### config.mk
export PLATFORM = sky130hd
export DESIGN_NAME = vga_timing
export DESIGN_NICKNAME = d
export VERILOG_FILES = /design/src/rtl/vga_timing.sv
export SDC_FILE = /design/constraint.sdc
export NUM_CORES = 1
export LEC_CHECK = 0
export ABC_AREA = 0
export BUFFER_PORTS_ARGS = -buffer_cell sky130_fd_sc_hd__buf_2
export CELL_PAD_IN_SITES_DETAIL_PLACEMENT = 1
export CELL_PAD_IN_SITES_GLOBAL_PLACEMENT = 1
export CORE_MARGIN = 3
export CORE_UTILIZATION = 41
export CTS_BUF_LIST = sky130_fd_sc_hd__clkbuf_16
export DETAILED_ROUTE_END_ITERATION = 16
export GPL_TIMING_DRIVEN = 0
export MAX_ROUTING_LAYER = met4
export PLACE_DENSITY = 0.78
export SYNTH_ARGS = -nofsm -noshare
export SYNTH_HDL_FRONTEND = slang
export SYNTH_SLANG_ARGS = --single-unit
export TNS_END_PERCENT = 30
### constraint.sdc
create_clock -name pclk -period 2.9 [get_ports pclk]
set_input_delay 0 -clock pclk [delete_from_list [all_inputs] [get_ports pclk]]
set_output_delay 0 -clock pclk [all_outputs]
set_load 0.02 [all_outputs]
### src/rtl/vga_timing.sv
// VGA raster timing generator.
// Produces horizontal/vertical pixel counts together with sync, blanking and
// tick flags. Every output is a register, and the flags are derived from the
// next-state counts so that counts and flags always describe the same pixel
// position in the same cycle.
module vga_timing #(
    parameter int H_ACTIVE = 800,
    parameter int H_FP     = 40,
    parameter int H_SYNC   = 128,
    parameter int H_BP     = 88,
    parameter int V_ACTIVE = 600,
    parameter int V_FP     = 1,
    parameter int V_SYNC   = 4,
    parameter int V_BP     = 23
) (
    input  logic        pclk,
    input  logic        rst,
    output logic [10:0] hcount,
    output logic [9:0]  vcount,
    output logic        hsync,
    output logic        vsync,
    output logic        hblnk,
    output logic        vblnk,
    output logic        line_tick,
    output logic        frame_tick
);

    localparam int H_TOTAL = H_ACTIVE + H_FP + H_SYNC + H_BP;
    localparam int V_TOTAL = V_ACTIVE + V_FP + V_SYNC + V_BP;

    // Count-width constants so every comparison is unsigned and width-matched.
    localparam logic [10:0] H_LAST       = 11'(H_TOTAL - 1);
    localparam logic [10:0] H_BLANK_FROM = 11'(H_ACTIVE);
    localparam logic [10:0] H_SYNC_FROM  = 11'(H_ACTIVE + H_FP);
    localparam logic [10:0] H_SYNC_UPTO  = 11'(H_ACTIVE + H_FP + H_SYNC);

    localparam logic [9:0]  V_LAST       = 10'(V_TOTAL - 1);
    localparam logic [9:0]  V_BLANK_FROM = 10'(V_ACTIVE);
    localparam logic [9:0]  V_SYNC_FROM  = 10'(V_ACTIVE + V_FP);
    localparam logic [9:0]  V_SYNC_UPTO  = 10'(V_ACTIVE + V_FP + V_SYNC);

    logic [10:0] hcount_next;
    logic [9:0]  vcount_next;
    logic        h_wrap;
    logic        hsync_next;
    logic        vsync_next;
    logic        hblnk_next;
    logic        vblnk_next;
    logic        line_tick_next;
    logic        frame_tick_next;

    // Advance the raster position: column every cycle, line on column wrap.
    always_comb begin
        h_wrap      = (hcount == H_LAST);
        hcount_next = h_wrap ? 11'd0 : hcount + 11'd1;
        vcount_next = vcount;
        if (h_wrap) begin
            vcount_next = (vcount == V_LAST) ? 10'd0 : vcount + 10'd1;
        end
    end

    // Decode the flags for the position the counters are about to hold.
    always_comb begin
        hblnk_next      = (hcount_next >= H_BLANK_FROM);
        hsync_next      = (hcount_next >= H_SYNC_FROM) && (hcount_next < H_SYNC_UPTO);
        vblnk_next      = (vcount_next >= V_BLANK_FROM);
        vsync_next      = (vcount_next >= V_SYNC_FROM) && (vcount_next < V_SYNC_UPTO);
        line_tick_next  = (hcount_next == 11'd0);
        frame_tick_next = (hcount_next == 11'd0) && (vcount_next == 10'd0);
    end

    // Register counts and flags together; reset parks everything at zero.
    always_ff @(posedge pclk) begin
        if (rst) begin
            hcount     <= 11'd0;
            vcount     <= 10'd0;
            hsync      <= 1'b0;
            vsync      <= 1'b0;
            hblnk      <= 1'b0;
            vblnk      <= 1'b0;
            line_tick  <= 1'b0;
            frame_tick <= 1'b0;
        end else begin
            hcount     <= hcount_next;
            vcount     <= vcount_next;
            hsync      <= hsync_next;
            vsync      <= vsync_next;
            hblnk      <= hblnk_next;
            vblnk      <= vblnk_next;
            line_tick  <= line_tick_next;
            frame_tick <= frame_tick_next;
        end
    end

endmodule

# --- Word-level counts from Yosys, hierarchy flattened ---
# Cells that the tools add are included.
# W data, S select, Z words.
op_classes:
  add_sub_neg: 2
  n_lt_le_gt_ge: 6
  n_eq_ne: 2
  mux: 3
  reduce_logical: 5
ops:
  columns: ["operator", "count"]
  rows:
  - ["$ge A11 B10 Y1 const B", 2]
  - ["$ge A10 B10 Y1 const B", 2]
  - ["$mux W10", 2]
  - ["$add A11 B1 Y11 const B", 1]
  - ["$eq A11 B11 Y1 const B", 1]
  - ["$logic_not A11 Y1", 1]
  - ["$lt A11 B10 Y1 const B", 1]
  - ["$mux W11", 1]
  - ["$add A10 B1 Y10 const B", 1]
  - ["$eq A10 B10 Y1 const B", 1]
  - ["$logic_not A10 Y1", 1]
  - ["$lt A10 B10 Y1 const B", 1]
  - ["$logic_and A1 B1 Y1", 3]
totals:
  register_bits: 27
  in_bits: 2
  out_inout_bits: 27
  elab_cells: 26

# --- Longest topological paths before layout ---
depth:
  depth_word: 5
  ltp_mapped: 9
  ltp_nobuf: 7

# --- Worst setup path after synthesis ---
# OpenSTA, ideal clock, no wires.
synth_timing:
  path_type: "flip-flop to flip-flop"
  startpoint: "reg hcount[0]"
  endpoint: "reg frame_tick"
  setup_ns: 0.073
  t_arrival_ns: 2.311
  required_ns: 2.827
  path_slack_ns: 0.516
  stages_incl_launch_ff: 10
  n_path_buf: 2
  period_less_slack_ns: 2.384
  path_cell_list: "dfxtp_1 -> ha_1 -> and4_1 -> buf_6 -> and4_1 -> buf_6 -> mux2i_1 -> o21ai_1 -> or4_1 -> nor3_2"
synth_via:
  elab_chain_cells: 4
  elab_cells_between_ends: 7
  cone_classes: "add/sub: 1; eq/ne: 1; mux: 2; reduce/logical: 3"
synth_rtl:
  columns: ["element", "line_no", "source"]
  rows:
  - ["start, declared", "18", "output logic [10:0] hcount,"]
  - ["start signal, assigned", "84", "hcount <= hcount_next;"]
  - ["$add A11 B1 Y11 / $eq A11 B11 Y1 (equally long branches)", "55, 54", null]
  - ["$mux W11 / $mux W10 (equally long branches)", "55, 57", null]
  - ["$logic_not A11 Y1 / $logic_not A10 Y1 (equally long branches)", "69", "frame_tick_next = (hcount_next == 11'd0) && (vcount_next == 10'd0);"]
  - ["$logic_and A1 B1 Y1 (*)", "69", null]
  - ["end signal, assigned", "91", "frame_tick <= frame_tick_next;"]
  - ["end, declared", "25", "output logic frame_tick"]
# Every way passes the cells marked *; elsewhere a longest branch is shown, timed or not.
# A chain may end at the register's enable or synchronous reset.

# --- Final worst setup path ---
# Ends and elaborated chain as after synthesis.

==> parameters.txt <==
Parameter                              Value

Timing
  Fin. Hold Viols    0
  Final number of setup-violating endpoints    0
  Hold WS    0.0222 ns
  Least setup slack across all paths after layout    0.275 ns
  Tcrit/Tclk final    roughly 91%
  Count of final max-slew check failures    0
  Final sum of negative setup slack    0 ns
  Post-layout min period    around 2.6 ns
  Relative slew slack    between 60% and 70%
  Highest Clock Rate    381 MHz
  Setup repair after global routing missed its margin    false
  Skew final    0.00323 ns
  Slew at the pin closest to its max-slew limit    0.550 ns

Cells and area
  Area of the multi-input gates    around 0.001 mm^2
  Fin area    0.00198 mm^2
  Fin util    51.8%
  Fraction of final layout cells with drive strength greater than 1    20.2%
  Number of inserted filler cells in the final layout    about 500
  Number of antenna repair diodes    0
  Total number of nets in the final design    252
  Footprint of the flip-flops and latches    around 540 um^2
  Non-filler instance count after layout    295
  Layout area overhead    16.6%

Drt
  Ratio of routed vias to standard cells    between 5 and 6
  Vias post-DR    1671
  Total wirelength of the detailed-routed design    4500 um
  Number of DRC violations after detailed routing    0
  Total iterations of the first detailed-routing run    4
  Post-route ant nets    0
  Final routed wire length divided by cell count    15.2 um
  Drt initial violations    93

Job
  Number of maximum-capacitance constraint violations    0

Logic synthesis
  Largest cells by area after synthesis    sky130_fd_sc_hd__dfxtp_1 32%, sky130_fd_sc_hd__xnor2_1 6.2%, sky130_fd_sc_hd__nand3_1 5.3%
  Share of flip-flops with an asynchronous set or reset    0%
  Average size of a mapped cell    7.91 um^2
  Most frequent cell after synthesis    sky130_fd_sc_hd__dfxtp_1
  FF+latch count, synth    27
  Synth area leader    sky130_fd_sc_hd__dfxtp_1
  Yosys cell types    a little under 50
  Summed instance area of the synthesized netlist    0.00170 mm^2
  Post-Synthesis Cells    215
  Fraction of synthesized cell area taken by the top area cell type    about a third
  Synthesis Warnings    0
  Main synth FF type    sky130_fd_sc_hd__dfxtp_1
  Commonest cells post-synth    27 x sky130_fd_sc_hd__dfxtp_1, 24 x sky130_fd_sc_hd__nor2_1, 18 x sky130_fd_sc_hd__nand3_1
  Post-synth net total    about 220
  Number of synthesized flops with an enable pin    0
  Sequential-to-total area share from yosys stat    a little under a third

Global route
  Grt ovf    0
  Largest net degree at the start of global routing    17
  Wire length of the first global-routing pass    7530 um
  Antenna violations before repair    0
  Number of global-route vias before repair    roughly 1600
  Overall track demand over capacity in global routing    19.3%

Floorplanning
  I/O pin cnt    29
  Std-Cell Rows    22
  Std-Cell Core Area    between 0.003 and 0.004 mm^2
  Floorplan die height    just over 70 um
  Horizontal die dimension    roughly 70 um
  Initial Util    44.4%
  Full die area    0.00496 mm^2

Power
  Highest ir drop seen on vdd    0.000332 V
  Pwr Total    roughly 0.74 mW
  Leakage Power    0.761 nW
  PwrDens    374 mW/mm^2

CTS
  Clock insertion delay at the later pin of the skew report    0.26 ns
  Clock transition at path regs    0.07 ns
  Number of buffers inserted during clock tree synthesis    3
  Clock root buffer master    sky130_fd_sc_hd__clkbuf_16
  Post-CTS Repair Setup Buffers    0
  Clock tree from TritonCTS    built
  Number of sinks handled by clock tree synthesis    27
  Clock Tree Buf Depth    2
  CTS hold repair buffers    0
  Number of levels the H-tree was split into    1
  Post-CTS sizing    0

Run status
  Result of the run    finished clean

Critical path
  Sort of element at the end of the critical path    flop
  Critical path buffer and inverter count    2
  Data arrival time of the critical path    2.81 ns
  Critical-path cell list    ha_1 > and4_1 > buf_6 > and4_1 > buf_6 > mux2i_1 > o21ai_1 > or4_1 > nor3_2
  Startpoint Class    flop
  Critical path start-end classification    flop to flop
  Largest delay share family, worst path    simple AND/OR/NAND/NOR gates
  Critical-path top delay cell    sky130_fd_sc_hd__or4_1
  Max FO, Critical Path    10
  Slowest stage delay, CP    0.51 ns
  Required time at the worst-slack endpoint    between 3 and 4 ns

Placement
  Cells after DPL    291
  Dpl ws    a little over 0.3 ns
  GP Congestion    0.887
  Input/output buffers    28
  DP Wirelength    ~3500 um
  Area after detailed placement    0.00190 mm^2

Worst hold path
  Hold Path Class    input pin to flop
[layout make-up]
| cell class | instances | area share, % |
|---|---|---|
| Multi-Input combinational cell | 163 | 51.9 |
| Sequential cell | 27 | 27.3 |
| Timing Repair Buffer | 28 | 7.07 |
| Buffer | 20 | 5.68 |
| Clock buffer | 3 | 3.79 |
| Tap cell | 48 | 3.03 |
| Inverter | 5 | 0.946 |
| Clock inverter | 1 | 0.379 |
[report_power, final]
group / internal (mW) / switching (mW) / total [mW]
Sequential: 0.377 / 0.00743 / 0.384
Clock: 0.187 / 0.127 / 0.314
Combinational: 0.0137 / 0.0303 / 0.0439
[placed cells by master, fill, tap and decap left out, types with 4 or more instances in the layout]
cell	count
sky130_fd_sc_hd__and3_1	7
sky130_fd_sc_hd__xor2_1	6
sky130_fd_sc_hd__dfxtp_1	27
sky130_fd_sc_hd__a31oi_1	5
sky130_fd_sc_hd__a21oi_1	12
sky130_fd_sc_hd__nor3_1	14
sky130_fd_sc_hd__xnor2_1	12
sky130_fd_sc_hd__inv_1	5
sky130_fd_sc_hd__clkbuf_1	9
sky130_fd_sc_hd__nand2_1	12
sky130_fd_sc_hd__buf_2	34
sky130_fd_sc_hd__nor2_1	24
sky130_fd_sc_hd__nand3_1	18
sky130_fd_sc_hd__o21ai_0	4
sky130_fd_sc_hd__buf_6	4
[final timing paths]
kind / startpoint / end / slack (ns) / depth (start not counted)
worst max register to register: hcount[0] / frame_tick / 0.27 / 9
worst min register to register: hcount[0] / hcount[0] / 0.56 / 1
worst min-delay path: rst / hcount[1] / 0.02 / 2
worst max-delay path: hcount[0] / frame_tick / 0.27 / 9
[state kept, by name, summed over array words and instances, names as in the netlist]
signal	count
hcount	11
vcount	10
frame_tick	1
hblnk	1
hsync	1
line_tick	1
vblnk	1
vsync	1
[logic make-up (layout without fill, tap and decap cells)]
group	count (synthesis)	count (layout)	synth area share, %
AO/OA/AOI/OAI	43	43	16.4
XOR/XNOR	18	18	9.27
adder cells (fa/ha/maj)	2	2	1.47
buffers and inverters	25	57	7.73
flip-flops	27	27	31.8
multiplexers	2	2	1.25
AND/OR/NAND/NOR	98	98	32.1
[layer usage]
| layer | part of all wire [%] | track usage [%] |
|---|---|---|
| met1 | 52 | 27.7 |
| met2 | 44 | 29.1 |
| met3 | 4.1 | 3.17 |
| met4 | 0.42 | 2.55 |
| met5 | 0 | - |
No activity file was read; power rests on OpenSTA's default activity.
